### src/rtl/conv_window_gen_pkg.sv
// conv_window_gen_pkg
//   Shared defaults for the sliding-window generator and the multiply-adder
//   that consumes its output. WINDOW_WIDTH is the multiply-adder input
//   vector width for the default kernel configuration.
package conv_window_gen_pkg;

  localparam int DEF_PIXEL_WIDTH  = 8;
  localparam int DEF_KERNEL_SIZE  = 3;
  localparam int DEF_IMAGE_WIDTH  = 32;
  localparam int DEF_IMAGE_HEIGHT = 32;

  localparam int WINDOW_WIDTH = DEF_KERNEL_SIZE * DEF_KERNEL_SIZE * DEF_PIXEL_WIDTH;

  // Counter width able to hold 0..n-1; never narrower than one bit.
  function automatic int ctr_width(input int n);
    return (n > 1) ? $clog2(n) : 1;
  endfunction

endpackage

### src/rtl/conv_line_buffer.sv
// conv_line_buffer
//   One image row of delay: a circular buffer of DEPTH pixels addressed by
//   the shared column counter. The read is combinational, so on an accepted
//   pixel dout_o returns the pixel written at this column one row earlier,
//   and the same edge overwrites it with din_i (read-before-write).
//   Storage is intentionally not reset; consumers gate on counter state.
// Ports
//   clock    rising-edge clock
//   wr_en_i  accepted pixel this cycle
//   addr_i   column of the accepted pixel
//   din_i    pixel entering the row delay
//   dout_o   pixel leaving the row delay (same column, previous row)
module conv_line_buffer #(
  parameter int PIXEL_WIDTH = 8,
  parameter int DEPTH       = 32,
  parameter int AW          = 5
) (
  input  logic                   clock,
  input  logic                   wr_en_i,
  input  logic [AW-1:0]          addr_i,
  input  logic [PIXEL_WIDTH-1:0] din_i,
  output logic [PIXEL_WIDTH-1:0] dout_o
);

  logic [PIXEL_WIDTH-1:0] mem_q [DEPTH];

  assign dout_o = mem_q[addr_i];

  always_ff @(posedge clock) begin
    if (wr_en_i) mem_q[addr_i] <= din_i;
  end

endmodule

### src/rtl/conv_window_gen.sv
// conv_window_gen
//   Sliding-window generator feeding the convolution multiply-adder. Takes a
//   raster-order pixel stream (one pixel/cycle, gaps allowed), keeps the last
//   KERNEL_SIZE-1 rows in chained line buffers and emits every fully valid
//   KxK window (no padding), flattened with element r*K+c at
//   out_window[PW*(i+1)-1 : PW*i], r=0 top row, c=0 leftmost column.
// Ports
//   clock           rising-edge clock
//   reset           asynchronous, active-low
//   in_valid        in_pixel valid this cycle
//   in_sof          start of frame, forces the pixel to position (0,0)
//   in_pixel        raster-order pixel
//   out_valid       one-cycle strobe, out_window holds a complete window
//   out_window      flattened KxK window
//   out_frame_done  pulse with the last window of a frame
module conv_window_gen
  import conv_window_gen_pkg::*;
#(
  parameter int PIXEL_WIDTH  = DEF_PIXEL_WIDTH,
  parameter int KERNEL_SIZE  = DEF_KERNEL_SIZE,
  parameter int IMAGE_WIDTH  = DEF_IMAGE_WIDTH,
  parameter int IMAGE_HEIGHT = DEF_IMAGE_HEIGHT
) (
  input  logic                                       clock,
  input  logic                                       reset,
  input  logic                                       in_valid,
  input  logic                                       in_sof,
  input  logic [PIXEL_WIDTH-1:0]                     in_pixel,
  output logic                                       out_valid,
  output logic [KERNEL_SIZE*KERNEL_SIZE*PIXEL_WIDTH-1:0] out_window,
  output logic                                       out_frame_done
);

  localparam int K  = KERNEL_SIZE;
  localparam int PW = PIXEL_WIDTH;
  localparam int CW = ctr_width(IMAGE_WIDTH);
  localparam int RW = ctr_width(IMAGE_HEIGHT);

  localparam logic [CW-1:0] COL_LAST = CW'(IMAGE_WIDTH - 1);
  localparam logic [RW-1:0] ROW_LAST = RW'(IMAGE_HEIGHT - 1);
  localparam logic [CW-1:0] COL_MIN  = CW'(K - 1);
  localparam logic [RW-1:0] ROW_MIN  = RW'(K - 1);

  // ---------------------------------------------------------------------
  // Position counters. in_sof overrides the stored position so a stream
  // can be resynchronised at any pixel; *_cur is the position of the pixel
  // being presented this cycle.
  // ---------------------------------------------------------------------
  logic [CW-1:0] col_q, col_d, col_cur;
  logic [RW-1:0] row_q, row_d, row_cur;
  logic          win_done, frame_end;

  always_comb begin
    col_cur = in_sof ? '0 : col_q;
    row_cur = in_sof ? '0 : row_q;
    col_d   = col_q;
    row_d   = row_q;
    if (in_valid) begin
      if (col_cur == COL_LAST) begin
        col_d = '0;
        row_d = (row_cur == ROW_LAST) ? '0 : row_cur + RW'(1);
      end else begin
        col_d = col_cur + CW'(1);
        row_d = row_cur;
      end
    end
  end

  // Validity depends only on position, so stale line-buffer data from an
  // earlier frame (or from before reset) is never presented as a window.
  assign win_done  = in_valid && (row_cur >= ROW_MIN) && (col_cur >= COL_MIN);
  assign frame_end = win_done && (row_cur == ROW_LAST) && (col_cur == COL_LAST);

  always_ff @(posedge clock or negedge reset) begin
    if (!reset) begin
      col_q <= '0;
      row_q <= '0;
    end else begin
      col_q <= col_d;
      row_q <= row_d;
    end
  end

  // ---------------------------------------------------------------------
  // Line-buffer chain: lb[0] delays the input by one row, lb[g] delays
  // lb[g-1] by another row. All share the column address.
  // ---------------------------------------------------------------------
  logic [K-2:0][PW-1:0] lb_in, lb_out;

  for (genvar g = 0; g < K - 1; g++) begin : g_lb
    if (g == 0) begin : g_head
      assign lb_in[g] = in_pixel;
    end else begin : g_chain
      assign lb_in[g] = lb_out[g-1];
    end
    conv_line_buffer #(
      .PIXEL_WIDTH (PW),
      .DEPTH       (IMAGE_WIDTH),
      .AW          (CW)
    ) u_lb (
      .clock   (clock),
      .wr_en_i (in_valid),
      .addr_i  (col_cur),
      .din_i   (lb_in[g]),
      .dout_o  (lb_out[g])
    );
  end

  // New window column, top (oldest row) to bottom (current row).
  logic [K-1:0][PW-1:0] new_col;

  for (genvar r = 0; r < K - 1; r++) begin : g_col
    assign new_col[r] = lb_out[K-2-r];
  end
  assign new_col[K-1] = in_pixel;

  // ---------------------------------------------------------------------
  // Window registers. Packed [r][c][bit] places element r*K+c at bit
  // offset (r*K+c)*PW, which is exactly the multiply-adder operand layout.
  // ---------------------------------------------------------------------
  logic [K-1:0][K-1:0][PW-1:0] win_q, win_d;

  always_comb begin
    win_d = win_q;
    if (in_valid) begin
      for (int r = 0; r < K; r++) begin
        for (int c = 0; c < K - 1; c++) win_d[r][c] = win_q[r][c+1];
        win_d[r][K-1] = new_col[r];
      end
    end
  end

  logic out_valid_q, frame_done_q;

  always_ff @(posedge clock or negedge reset) begin
    if (!reset) begin
      win_q        <= '0;
      out_valid_q  <= 1'b0;
      frame_done_q <= 1'b0;
    end else begin
      win_q        <= win_d;
      out_valid_q  <= win_done;
      frame_done_q <= frame_end;
    end
  end

  assign out_window     = win_q;
  assign out_valid      = out_valid_q;
  assign out_frame_done = frame_done_q;

endmodule

### config.mk
export PLATFORM = sky130hd
export DESIGN_NAME = conv_window_gen
export DESIGN_NICKNAME = d
export VERILOG_FILES = /design/src/rtl/conv_window_gen_pkg.sv /design/src/rtl/conv_line_buffer.sv /design/src/rtl/conv_window_gen.sv
export SDC_FILE = /design/constraint.sdc
export NUM_CORES = 1
export LEC_CHECK = 0
export ABC_AREA = 0
export CAP_MARGIN = 20
export CORE_MARGIN = 2
export CORE_UTILIZATION = 25
export DETAILED_ROUTE_END_ITERATION = 6
export GPL_ROUTABILITY_DRIVEN = 0
export SYNTH_ARGS = -nofsm -noshare
export SYNTH_HDL_FRONTEND = slang
export SYNTH_SLANG_ARGS = --single-unit
### constraint.sdc
create_clock -name clock -period 3.05 [get_ports clock]
set_input_delay 0.61 -clock clock [delete_from_list [all_inputs] [get_ports clock]]
set_output_delay 0.61 -clock clock [all_outputs]
set_load 0.01 [all_outputs]
==> summary.txt, run 1 <==
Yosys
  • Synth cell types: 70
  • Post-synth EDFFs: 512
  • Post-Syn Instances: about 1400
  • Top cell type's share of synthesized area: 65.6%
  • Top cells by area, synth: edfxtp_1, dfrtp_1, mux2_2
  • Post-synthesis net count: ~1400
  • Yosys warns: 0
  • Seq/Total Area, Yosys: approximately 75%
  • Post-synth top area cell: edfxtp_1
  • Post-Synthesis Cell Area: between 0.02 and 0.025 mm²
  • Mean Syn Cell Area: 16.6 µm²
  • Yosys reg bits: 596
  • Predominant post-synthesis flop cell: edfxtp_1
  • Ys async rst share: 14.1%

Timing
  • RSZ-0062 raised after global routing: no
  • # setup viols final: 0
  • Max Transition Viols Final: 0
  • Setup TNS: 0 ns
  • Fin Hold WS: about 0.13 ns
  • Tmin final: 3.01 ns
  • Final Skew: 0.0216 ns
  • Tcrit/Tclk final: 98.7%
  • Peak Freq: 0.332 GHz
  • Least-Margin Pin Slew: around 0.99 ns
  • Fin. Hold Viols: 0
  • Slew headroom: between 30 and 40%

Final layout
  • Nets: 1624
  • Layout cells sized above 1: 22.4%
  • Commonest non-fill, non-tap cell in the layout: edfxtp_1
  • N_diodes: 0
  • Synthesis-to-layout area growth: 21.1%
  • Layout Utilization: 30.5%
  • Most frequent cells in the layout: edfxtp_1, buf_4, mux2_2

CTS
  • H-tree Lvls: 2
  • Root Buffer: clkbuf_16
  • CTS tree: done
  • Cts bufs inserted: 55
  • # resized after CTS: 0
  • Clock slew seen by the registers of the worst setup and hold paths: 0.06 ns
  • Post-CTS Setup Repair Bufs: 0
  • CTS sink count: between 500 and 600
  • CTS Hold Bufs: 0
  • Clock Path Buffers: 3
  • Clk_lat worst skew: 0.61 ns

Hold path
  • Worst hold path type: in -> async

Drt
  • Via-per-instance ratio: 4.68
  • Wire per inst: ~20 µm
  • Pre-antenna DRT Iters: 7
  • Vias: 13600
  • Drt first-iter violations: 1417
  • Residual DRC count: 2
  • Routed wire length: 59.7 mm
  • Routed Antenna Nets: 0

Floorplanning
  • # IOs: 86
  • Core area: roughly 0.093 mm²
  • Die Area: 0.0962 mm²
  • Starting Density: 25.2%
  • Die span in x: 310 µm
  • Height of the die: 310 µm
  • Cell row count: approximately 110

Critical path
  • Buffer and inverter count on the worst path: 3
  • Crit-path most repeated cell: buf_12
  • CP Max Fanout: 32
  • CP Launch Type: flip-flop
  • CP top delay family: buffers and inverters
  • Req. time, crit path: 3.37 ns
  • Worst Path Arrival: around 3.3 ns
  • R2R cell count: 8
  • Worst setup EP type: flip-flop
  • CP Depth: 8
  • CP Cell Sequence: buf_12 > mux2_2 > a22oi_1 > a21oi_1 > nor4_2 > buf_4 > nand3_1 > buf_12
  • Max incr delay on CP: between 0.6 and 0.7 ns
  • Reg2Reg Setup Slack: 0.04 ns
  • Slowest cell on the critical path: dfrtp_4
  • Setup CP Type: reg -> reg

Job
  • Maxcap violations: 0

Power
  • Power consumption: 19.7 mW
  • Leak: around 9.4 nW
  • Pwr dens: 694 mW/mm²
  • Maximum VDD drop: 0.423 mV

GRT
  • Total congestion overflow: 0
  • GRT Resource Usage Total: 12.3%
  • Number of global-route vias before repair: 13500
  • Antenna violations before repair: 1
  • First-pass GRT wire length: 89.1 mm
  • Largest net degree at the start of global routing: 70

Place
  • DP Wirelength: approximately 39 mm
  • # port buffers: 85

Outcome
  • Status: finished with violations
  • Violated checks: DRC
==> worst reg2reg max path, cell delays in order, from the launching register on <==
cell and delay, ns:
dfrtp_4 0.62, buf_12 0.25, mux2_2 0.41, a22oi_1 0.25
a21oi_1 0.15, nor4_2 0.38, buf_4 0.18, nand3_1 0.21
buf_12 0.24
==> registers in the layout, summed over array words and instances (netlist names) <==
register	cells
col_q	5
g_lb.u_lb.mem_q	512
out_frame_done	1
out_valid	1
out_window	72
row_q	5
==> synthesized netlist by cell type (5+ instances only) <==
cell type  number
a2111oi_0       5
a211oi_1       27
a21oi_1        55
a222oi_1       10
a22oi_1        32
a311oi_1        8
a31oi_1        16
buf_2          35
buf_4          13
buf_6           8
clkbuf_1       28
dfrtp_1        84
edfxtp_1      512
ha_1            6
inv_1           5
mux2_2        110
mux2i_1        62
mux4_2         17
nand2_1        74
nand2b_1        5
nand3_1         8
nor2_1         99
nor2b_1        15
nor3_1         11
nor3b_1         6
nor4_1         11
nor4b_1         8
o21ai_0        30
o221ai_1       20
o22ai_1        28
==> final cells by class <==
class	count	area [µm²]
inverters	8	30.0
multi-input cells	723	5470
repair buffers	222	2120
flip-flops and latches	596	17500
well taps	1254	1570
clock inverters	24	130
clock buffers	76	1590
fillers	9116	64800
==> cells by family after synthesis <==
kind of cell / after synthesis / share of synthesized area [%]
fa+ha+maj: 6 / 0.320
mux: 190 / 9.61
flops: 596 / 74.5
xor+xnor: 1 / 0.0374
compound gates: 265 / 7.90
buf+inv: 96 / 2.24
simple gates: 261 / 5.34
==> through the flow <==
stage               cell area (µm²)  worst slack, ns  instances
floorplan                     23400            0.209       1415
CTS                           28400          0.00609       2903
global placement              26700          -0.0886       2803
global route                  28400           0.0619       2903
detailed placement            26700          -0.0159       2803
finish                        28400           0.0391       2903
==> layer usage <==
metal	track usage [%]	wire length (µm)	up-vias
li1	-	-	5957
met1	16.1	24500	6965
met2	20.9	29300	565
met3	2.15	4470	94
met4	3.68	1510	2
met5	0	9	-
==> power by group <==
part	internal [mW]	leakage [nW]	total (mW)	switching [mW]
clock network	3.63	0.860	6.54	2.91
registers	9.58	5.59	9.87	0.293
logic	1.41	2.92	3.29	1.88
==> final timing paths <==
check,start,endpoint
worst max-delay path,col_q[0],g_lb[1].u_lb.mem_q[26][1]
worst min-delay path,reset,out_window[62]
worst max register to register,col_q[0],g_lb[1].u_lb.mem_q[26][1]
worst min register to register,out_window[25],out_window[25]
max in group asynchronous,reset,out_window[11]
min in group clock,out_window[25],out_window[25]
Power figures use the tool's default switching activity.
==> run 2, diff against run 1 <==
- CTS_CLUSTER_SIZE: unset -> 10
==> run 2 against run 1 <==
Net effect:
- the flow now finishes without violations
- hold slack better by 0.034 ns
- combinational power about the same
- via count is 1.4% higher
- worst setup slack improved by 0.0011 ns
- utilization grew 0.27 points
- non-clock buffer count unchanged
- critical path depth did not move
- critical endpoint is now g_lb[1].u_lb.mem_q[24][1]
- largest power group unchanged
==> summary.txt, run 2 (synthesis gave the netlist of run 1 again) <==
Outcome
  • Status: completed

Timing
  • RSZ-0062 raised after global routing: no
  • Final Skew: 0.0350 ns
  • Least-Margin Pin Slew: around 1 ns
  • # setup viols final: 0
  • Slew headroom: 33.4%
  • Tcrit/Tclk final: 98.7%
  • Tmin final: 3.01 ns
  • Peak Freq: 0.332 GHz
  • Fin. Hold Viols: 0
  • Worst setup slack after layout: between 0.04 and 0.05 ns
  • Fin Hold WS: 0.162 ns
  • Max Transition Viols Final: 0

Drt
  • Routed wire length: around 61 mm
  • Pre-antenna DRT Iters: 6
  • Wire per inst: 20.8 µm
  • Via-per-instance ratio: 4.72
  • Routed Antenna Nets: 0
  • Vias: 13800
  • Residual DRC count: 0
  • Drt first-iter violations: between 1000 and 1500

CTS
  • CTS tree: done
  • CTS sink count: 596
  • H-tree Lvls: 3
  • CTS Hold Bufs: 0
  • Clk_lat worst skew: between 0.6 and 0.7 ns
  • Clock slew seen by the registers of the worst setup and hold paths: 0.06 ns
  • Post-CTS Setup Repair Bufs: 0
  • Root Buffer: clkbuf_16
  • Cts bufs inserted: 69
  • Clock Path Buffers: 3

Place
  • Placed insts: about 2800
  • DP Area: 0.0267 mm²
  • # port buffers: 85
  • DP Wirelength: 38.9 mm
  • Dpl ws: -0.0159 ns

Final layout
  • Synthesis-to-layout area growth: 22.2%
  • Cell area after layout: 0.0286 mm²
  • Nets: 1638
  • Number of flip-flops in the largest register: between 500 and 600
  • Biggest register: g_lb.u_lb.mem_q
  • Layout cells sized above 1: ~22%
  • Layout Cells excl Fill: around 2900
  • Fillers: 9110
  • Most frequent cells in the layout: edfxtp_1, buf_4, mux2_2
  • Commonest non-fill, non-tap cell in the layout: edfxtp_1
  • Layout Utilization: just over 30%

Power
  • Leak: 9.46 nW
  • Pwr dens: 716 mW/mm²
  • Maximum VDD drop: about 0.38 mV

Floorplanning
  • # IOs: between 80 and 90
  • Core area: ~0.093 mm²
  • Cell row count: 112
  • Die Area: 0.0962 mm²
  • Height of the die: roughly 310 µm
  • Starting Density: 25.2%
  • Die span in x: slightly above 300 µm

GRT
  • Antenna violations before repair: 2
  • Largest net degree at the start of global routing: 70
  • Number of global-route vias before repair: 13700
  • First-pass GRT wire length: around 90 mm
  • GRT Resource Usage Total: 12.5%
  • Total congestion overflow: 0

Critical path
  • CP Launch Type: flip-flop
  • CP Max Fanout: 32
  • Req. time, crit path: 3.35 ns
  • Worst Path Arrival: ~3.3 ns
  • Setup CP Type: reg -> reg
  • Worst setup EP type: flip-flop

Job
  • Maxcap violations: 0

Hold path
  • Worst hold path type: in -> async
## run 2: cell count changes in the layout (fill, tap and decap cells not counted), sizes merged
cell	delta
clkinv	-21
clkbuf	+35
diode	+1
inv	+2
## run 2: critical path: stages (launching register included)
cell     delay (ns)
dfrtp_4        0.61
buf_12         0.24
mux2_2         0.37
a22oi_1        0.24
a21oi_1        0.14
nor4_2         0.38
buf_4          0.18
nand3_1        0.20
buf_12         0.24
## run 2: final cells by class
| type | instances | area (µm²) | area share [%] |
|---|---|---|---|
| timing repair buffer | 222 | 2120 | 7.40 |
| multi-input combinational | 723 | 5470 | 19.1 |
| antenna | 1 | 2.50 | 0.00874 |
| sequential | 596 | 17500 | 61.0 |
| clock buffer | 111 | 1920 | 6.69 |
| inverter | 8 | 30.0 | 0.105 |
| clock inverter | 5 | 51.3 | 0.179 |
| tap | 1254 | 1570 | 5.48 |
## run 2: path summary, 6_finish.rpt
| path | startpoint | to | slack (ns) | cells after the start |
|---|---|---|---|---|
| setup / recovery | col_q[0] | g_lb[1].u_lb.mem_q[24][1] | 0.04 | 8 |
| hold / removal | reset | out_window[62] | 0.16 | 1 |
| setup reg to reg | col_q[0] | g_lb[1].u_lb.mem_q[24][1] | 0.04 | 8 |
| hold reg to reg | out_window[25] | out_window[25] | 0.50 | 1 |
| max in group asynchronous | reset | out_window[11] | 2.07 | 2 |
| min in group clock | out_window[25] | out_window[25] | 0.50 | 1 |
## run 2: report_power, final
group | internal [mW] | total [mW] | leakage [nW] | switching, mW
registers | 9.58 | 9.88 | 5.59 | 0.298
clock network | 4.28 | 7.34 | 0.942 | 3.06
logic | 1.41 | 3.30 | 2.92 | 1.89
total | 15.3 | 20.5 | 9.46 | 5.24
## run 2: per-stage QoR
stage	power, mW	TNS (ns)
5_1_grt	21.3	0
3_3_place_gp	13.3	-2.74
6_report	20.5	0
3_5_place_dp	13.4	-0.410
4_1_cts	20.7	0
2_1_floorplan	11.6	0
## run 2: metal layers
metal	vias up	GRT usage (%)	wire length [µm]
li1	5992	-	-
met1	7086	16.1	24600
met2	580	20.9	29800
met3	110	2.32	4480
met4	2	4.62	1750
met5	-	0	9
## run 2: timing repair
action,4_1_cts,5_1_grt
endpoints found under the setup margin,0,96
gates resized for setup,0,4
endpoints found under the hold margin,0,0
==> run 3, diff against run 2 <==
- CAP_MARGIN: 20 -> unset
- GPL_TIMING_DRIVEN: unset -> 0
- SYNTH_HIERARCHICAL: unset -> 1
==> run 3 against run 2 <==
Net effect:
- the run now ends with setup timing left
- maximum frequency is 1.6% lower
- via count down 4.7%
- combinational power shrank 15%
- largest power group unchanged
- clock-buffer cell count increased by 10
- clock skew decreased by 0.014 ns
- routed wire length decreased by 4.9%
- hold slack gained 0.26 ns
- global-route usage down 0.93 points
==> summary.txt, run 3 <==
Outcome
  • Status: finished with violations
  • Violated checks: setup timing

Floorplanning
  • Die Area: 0.0963 mm²
  • Starting Density: 25.2%
  • Height of the die: 310 µm
  • # IOs: 86
  • Die span in x: 310 µm
  • Cell row count: between 100 and 150
  • Core area: between 0.09 and 0.1 mm²

GRT
  • Busiest grt layer: met2
  • GRT Resource Usage Total: 11.6%
  • Largest net degree at the start of global routing: 68
  • Total congestion overflow: 0
  • Met2 Usage GRT: 18.1%
  • First-pass GRT wire length: 83.5 mm
  • Antenna violations before repair: 2
  • Grt met3 use: 2.81%
  • GR Util met1: 15.9%
  • Number of global-route vias before repair: between 10000 and 15000

Power
  • Pwr dens: 690 mW/mm²
  • Maximum VDD drop: 0.433 mV
  • Leak: 9.49 nW
  • Power consumption: 19.9 mW

Yosys
  • Post-Syn Instances: 1362
  • Top cells by area, synth: edfxtp_1, mux2i_1, dfrtp_1
  • Count leader, synth: edfxtp_1
  • Seq/Total Area, Yosys: 74.5%
  • Top cell type's share of synthesized area: 65.5%
  • Post-Synthesis Cell Area: 0.0235 mm²
  • Yosys warns: 6
  • Post-synth EDFFs: 512
  • Mean Syn Cell Area: 17.2 µm²
  • Post-synth top area cell: edfxtp_1
  • Synth cell types: 44
  • Synth cell count leaders: edfxtp_1, mux2i_1, o22ai_1
  • Ys async rst share: between 10% and 20%
  • Yosys reg bits: a little under 600
  • Post-synthesis net count: 1378
  • Predominant post-synthesis flop cell: edfxtp_1

Critical path
  • Worst setup EP type: flip-flop
  • Req. time, crit path: 3.26 ns
  • CP Launch Type: flip-flop
  • Worst Path Arrival: approximately 3.3 ns
  • Setup CP Type: reg -> reg
  • CP Max Fanout: 18

Place
  • DP Wirelength: 36.2 mm
  • Dpl ws: -1.64 ns
  • # port buffers: 84
  • DP Area: 0.0259 mm²

Final layout
  • Number of flip-flops in the largest register: 512
  • Synthesis-to-layout area growth: 23.0%
  • Fillers: around 9000
  • N_diodes: 0
  • Cell area after layout: 0.0288 mm²
  • Sequential Area: 0.0175 mm²
  • Layout Utilization: 31.0%
  • Most frequent cells in the layout: edfxtp_1, mux2i_1, o22ai_1
  • Area of the multi-input gates: around 0.006 mm²
  • Layout cells sized above 1: between 20% and 30%
  • Commonest non-fill, non-tap cell in the layout: edfxtp_1
  • Nets: 1563
  • Biggest register: g_lb.u_lb/mem_q

CTS
  • Clock slew seen by the registers of the worst setup and hold paths: 0.05 ns
  • Clock Path Buffers: 3
  • CTS tree: done
  • H-tree Lvls: 3
  • Root Buffer: clkbuf_16
  • Cts bufs inserted: 69
  • CTS sink count: 596
  • Clk_lat worst skew: around 0.59 ns

Timing
  • Slew headroom: 15.3%
  • # setup viols final: 7
  • Tcrit/Tclk final: 100%
  • Peak Freq: 0.327 GHz
  • Fin. Hold Viols: 0
  • RSZ-0062 raised after global routing: yes
  • Tmin final: 3.06 ns
  • Max Transition Viols Final: 0
  • Least-Margin Pin Slew: 1.27 ns
  • Final Skew: ~0.021 ns
  • Worst setup slack after layout: -0.00996 ns

Drt
  • Vias: ~13000
  • Drt first-iter violations: 1466
  • Routed wire length: 57.7 mm
  • Routed Antenna Nets: 0
  • Wire per inst: 20.2 µm
  • Residual DRC count: 0
  • Via-per-instance ratio: 4.59
  • Pre-antenna DRT Iters: 5

Job
  • Maxcap violations: 0

Hold path
  • Worst hold path type: in -> reg
==> run 3: logic make-up after synthesis <==
family	count (synthesis)	share of synthesized area, %
multiplexers	333	14.6
AND/OR/NAND/NOR	195	4.78
adder cells (fa/ha/maj)	4	0.213
flip-flops	596	74.5
buffers and inverters	89	1.91
AO/OA/AOI/OAI	145	3.98
==> run 3: stage by stage <==
step                std cells  setup TNS, ns  hold slack (ns)
floorplan                1362              0            0.314
global placement         2700        -741.31            0.490
detailed placement       2701        -611.13            0.496
CTS                      2841         -0.483            0.397
global route             2856          -2.60            0.423
finish                   2856        -0.0436            0.420
==> run 3: timing repair <==
action | in CTS | in global routing
endpoints found under the hold margin | 17 | 0
endpoints found under the setup margin | 487 | 508
pin swaps | 12 | 12
hold buffers | 1 | 0
cloned | 5 | 2
buffers inserted | 8 | 15
gates resized for setup | 78 | 42
==> run 3: critical path: stages, from the launching register on <==
cell and delay (ns):
dfrtp_1 0.42, nor2b_4 0.45, buf_6 0.21, clkbuf_1 0.52, nand3b_1 0.38, nor2_1 0.71
==> run 3: area by class of cell <==
type,count,share of cell area (%)
repair buffers,109,3.78
well taps,1254,5.44
multi-input cells,684,21.4
clock buffers,121,6.88
flip-flops and latches,596,60.6
inverters,5,0.0651
clock inverters,5,0.165
plain buffers,82,1.68
==> run 3: path summary, 6_finish.rpt <==
check	slack [ns]	start	end	depth (start not counted)
hold / removal	0.42	in_sof	out_valid	2
setup / recovery	-0.01	col_q[2]	g_lb[1].u_lb/mem_q[21][5]	5
hold reg to reg	0.51	out_window[49]	out_window[49]	1
min in group asynchronous	0.48	reset	out_valid	2
setup reg to reg	-0.01	col_q[2]	g_lb[1].u_lb/mem_q[21][5]	5
max in group asynchronous	1.87	reset	out_window[20]	3
==> run 3: report_power, final <==
part / internal (mW) / switching, mW
clock network: 4.41 / 3.05
logic: 1.21 / 1.59
registers: 9.45 / 0.217
total: 15.1 / 4.85
==> run 3: layer usage <==
layer / share of wire [%] / vias to the layer above
li1: - / 5786
met1: 43 / 6724
met2: 47 / 518
met3: 7.8 / 89
met4: 2.2 / 2
met5: 0.014 / -
==> RTL edit: new RTL, settings of run 3 <==
Put one more register stage on the output `out_window`. The value now appears one clock later. The other outputs are not delayed to match. Comments in the files are not updated.
--- a/src/rtl/conv_window_gen.sv
+++ b/src/rtl/conv_window_gen.sv
@@ -145,5 +145,7 @@
   end
 
-  assign out_window     = win_q;
+  always_ff @(posedge clock) begin
+    out_window <= win_q;
+  end
   assign out_valid      = out_valid_q;
   assign out_frame_done = frame_done_q;
Function: changed (Yosys sat finds a counterexample within 4 cycles, from zero or initial values and one cycle with reset low).
==> RTL edit against run 3 <==
Synthesized area rose by 6.1%. Clock skew fell by 1.8 ps. Fmax grew 2.0%. Non-clock buffer count up 12. Critical path depth rose by 6. Wire length grew 3.1%. Worst setup slack gained 59 ps. Highest routed layer is now met4. Die area up 6.1%. Worst hold slack worse by 89 ps. Critical endpoint is now win_q[47]. Total power grew 10%. Sequential cell count is 72 higher. Final area is 5.8% higher.
==> RTL edit: results (changes against run 3) <==
grt:
  grt_pass1_wl_um: 88100  # +5.5%
  antenna_found_initial: 0  # -2
  grt_max_degree: 65  # -4.4%
  grt_pass1_vias: 14003  # +8.6%
  grtUsageTotal: 0.114  # -0.00171
logic_synthesis:
  synthTopCellsByCount: "edfxtp_1, mux2i_1, o22ai_1"
  yosysWarnings: 6  # unchanged
  synth_ff_type: "edfxtp_1"
  ys_seq_area_frac: 0.760  # +0.0148
  async_reset_ff_frac: 0.126  # -0.0152
  synth_cell_types: 45  # +2.3%
  syn_nets: 1450  # +5.2%
  synth_edf_count: 512  # unchanged
  yosys-top-cells-area: "edfxtp_1, mux2i_1, dfrtp_1"
hold_path:
  hold_path_depth: 2  # unchanged
  hold_path_class: "in2reg"
finish:
  nNetsFinal: 1656  # +6.0%
  drive_gt1_frac: 0.210  # +0.00457
  reg_top3: "g_lb.u_lb/mem_q: 512 flops, out_window: 72 flops, win_q: 72 flops"
  n_antenna_cell: 0  # unchanged
placed_design:
  place_ws_ps: -1940  # -304 ps
  dpl.hpwl_um: 36600  # +1.1%
  place_area_um2: 27400  # +5.7%
  io_buffers: 84  # unchanged
worst_setup_path:
  ff2ff_path_depth: 11  # +6
  cp_max_fo: 17  # -1
  cp.arrival_ps: 3480  # +210 ps
drt:
  drt_iter0_markers: 1257  # -14%
  viasPerCell: 4.60  # +0.25%
  first_pass_iters: 5  # unchanged
  drt_wl_total_um: 59500  # +3.1%
clock_network:
  cts_buffer_depth: 3  # unchanged
  numCtsBuffers: 77  # +12%
  worst_skew_pair.late_latency_ps: 610  # +20 ps
  htreeDepth: 3  # unchanged
  clk_pin_slew_worst_paths_ps: 60
  cts_root_buf: "clkbuf_16"
pwr:
  ir_worst_vdd_uv: 391  # -9.8%
  p_leak_uw: 0.0102  # +7.5%
timing:
  worstMarginPinSlew_ps: 1370  # +108 ps
  finalClockSkew_ps: 19.6  # -1.78 ps
run_status:
  status: "complete, no violations"
-- RTL edit: cell count changes after synthesis, sizes merged --
cell,change
dfxtp,+72
-- RTL edit: where the power goes --
group / switching [uW] / internal, uW
Sequential: 276 / 10700
Clock: 3420 / 4710
Combinational: 1610 / 1230
-- RTL edit: critical path, stage by stage, from the launching register on --
cell,delay [ps]
dfrtp_1,370
inv_1,100
nor2_4,200
clkbuf_2,210
buf_4,240
buf_6,220
mux2i_1,380
o22ai_1,200
nor4_4,220
buf_4,190
nand2_4,180
mux2_2,340
-- RTL edit: kinds of logic after synthesis --
group,count (synthesis),share of synthesized area
buffers and inverters,89,0.0180
AO/OA/AOI/OAI,145,0.0375
multiplexers,333,0.138
flip-flops,668,0.760
AND/OR/NAND/NOR,195,0.0450
adder cells (fa/ha/maj),4,0.00201
-- RTL edit: worst paths after layout --
| kind | from | endpoint | slack [ps] |
|---|---|---|---|
| worst min register to register | win_q[3] | out_window[3] | 370 |
| worst max-delay path | col_q[1] | win_q[47] | 50 |
| worst max register to register | col_q[1] | win_q[47] | 50 |
| max in group asynchronous | reset | win_q[39] | 1940 |
| worst min-delay path | in_sof | out_valid | 330 |
| min in group asynchronous | reset | win_q[17] | 450 |
-- RTL edit: metal layers --
| metal | part of all wire | track usage | wire length [um] |
|---|---|---|---|
| met5 | 0 | 0 | 0 |
| met4 | 0.023 | 0.0335 | 1380 |
| met3 | 0.082 | 0.0339 | 4900 |
| met2 | 0.46 | 0.178 | 27400 |
| met1 | 0.43 | 0.153 | 25700 |
-- RTL edit: timing repair --
action	in CTS	in global routing
hold endpoints to repair	20	0
gates cloned	8	0
setup buffers	23	13
gates resized for setup	82	44
endpoints found under the setup margin	685	516
pin swaps	21	3
hold buffers	1	0
-- RTL edit: stage by stage --
stage | setup TNS, ps | util | std cells
detailed placement | -807550 | 0.278 | 2806
CTS | -2210 | 0.307 | 2968
finish | 0 | 0.310 | 2978
global placement | -930970 | 0.278 | 2805
global route | -623 | 0.310 | 2978
floorplan | -15.8 | - | 1434
-- RTL edit: final cells by class --
type / instances / area [um2]
sequential: 668 / 18900
clock buffer: 122 / 2110
timing repair buffer: 122 / 1140
buffer: 81 / 490
tap: 1287 / 1610
clock inverter: 8 / 65.1
fill: 9501 / 68000
multi-input combinational: 685 / 6170
inverter: 5 / 18.8
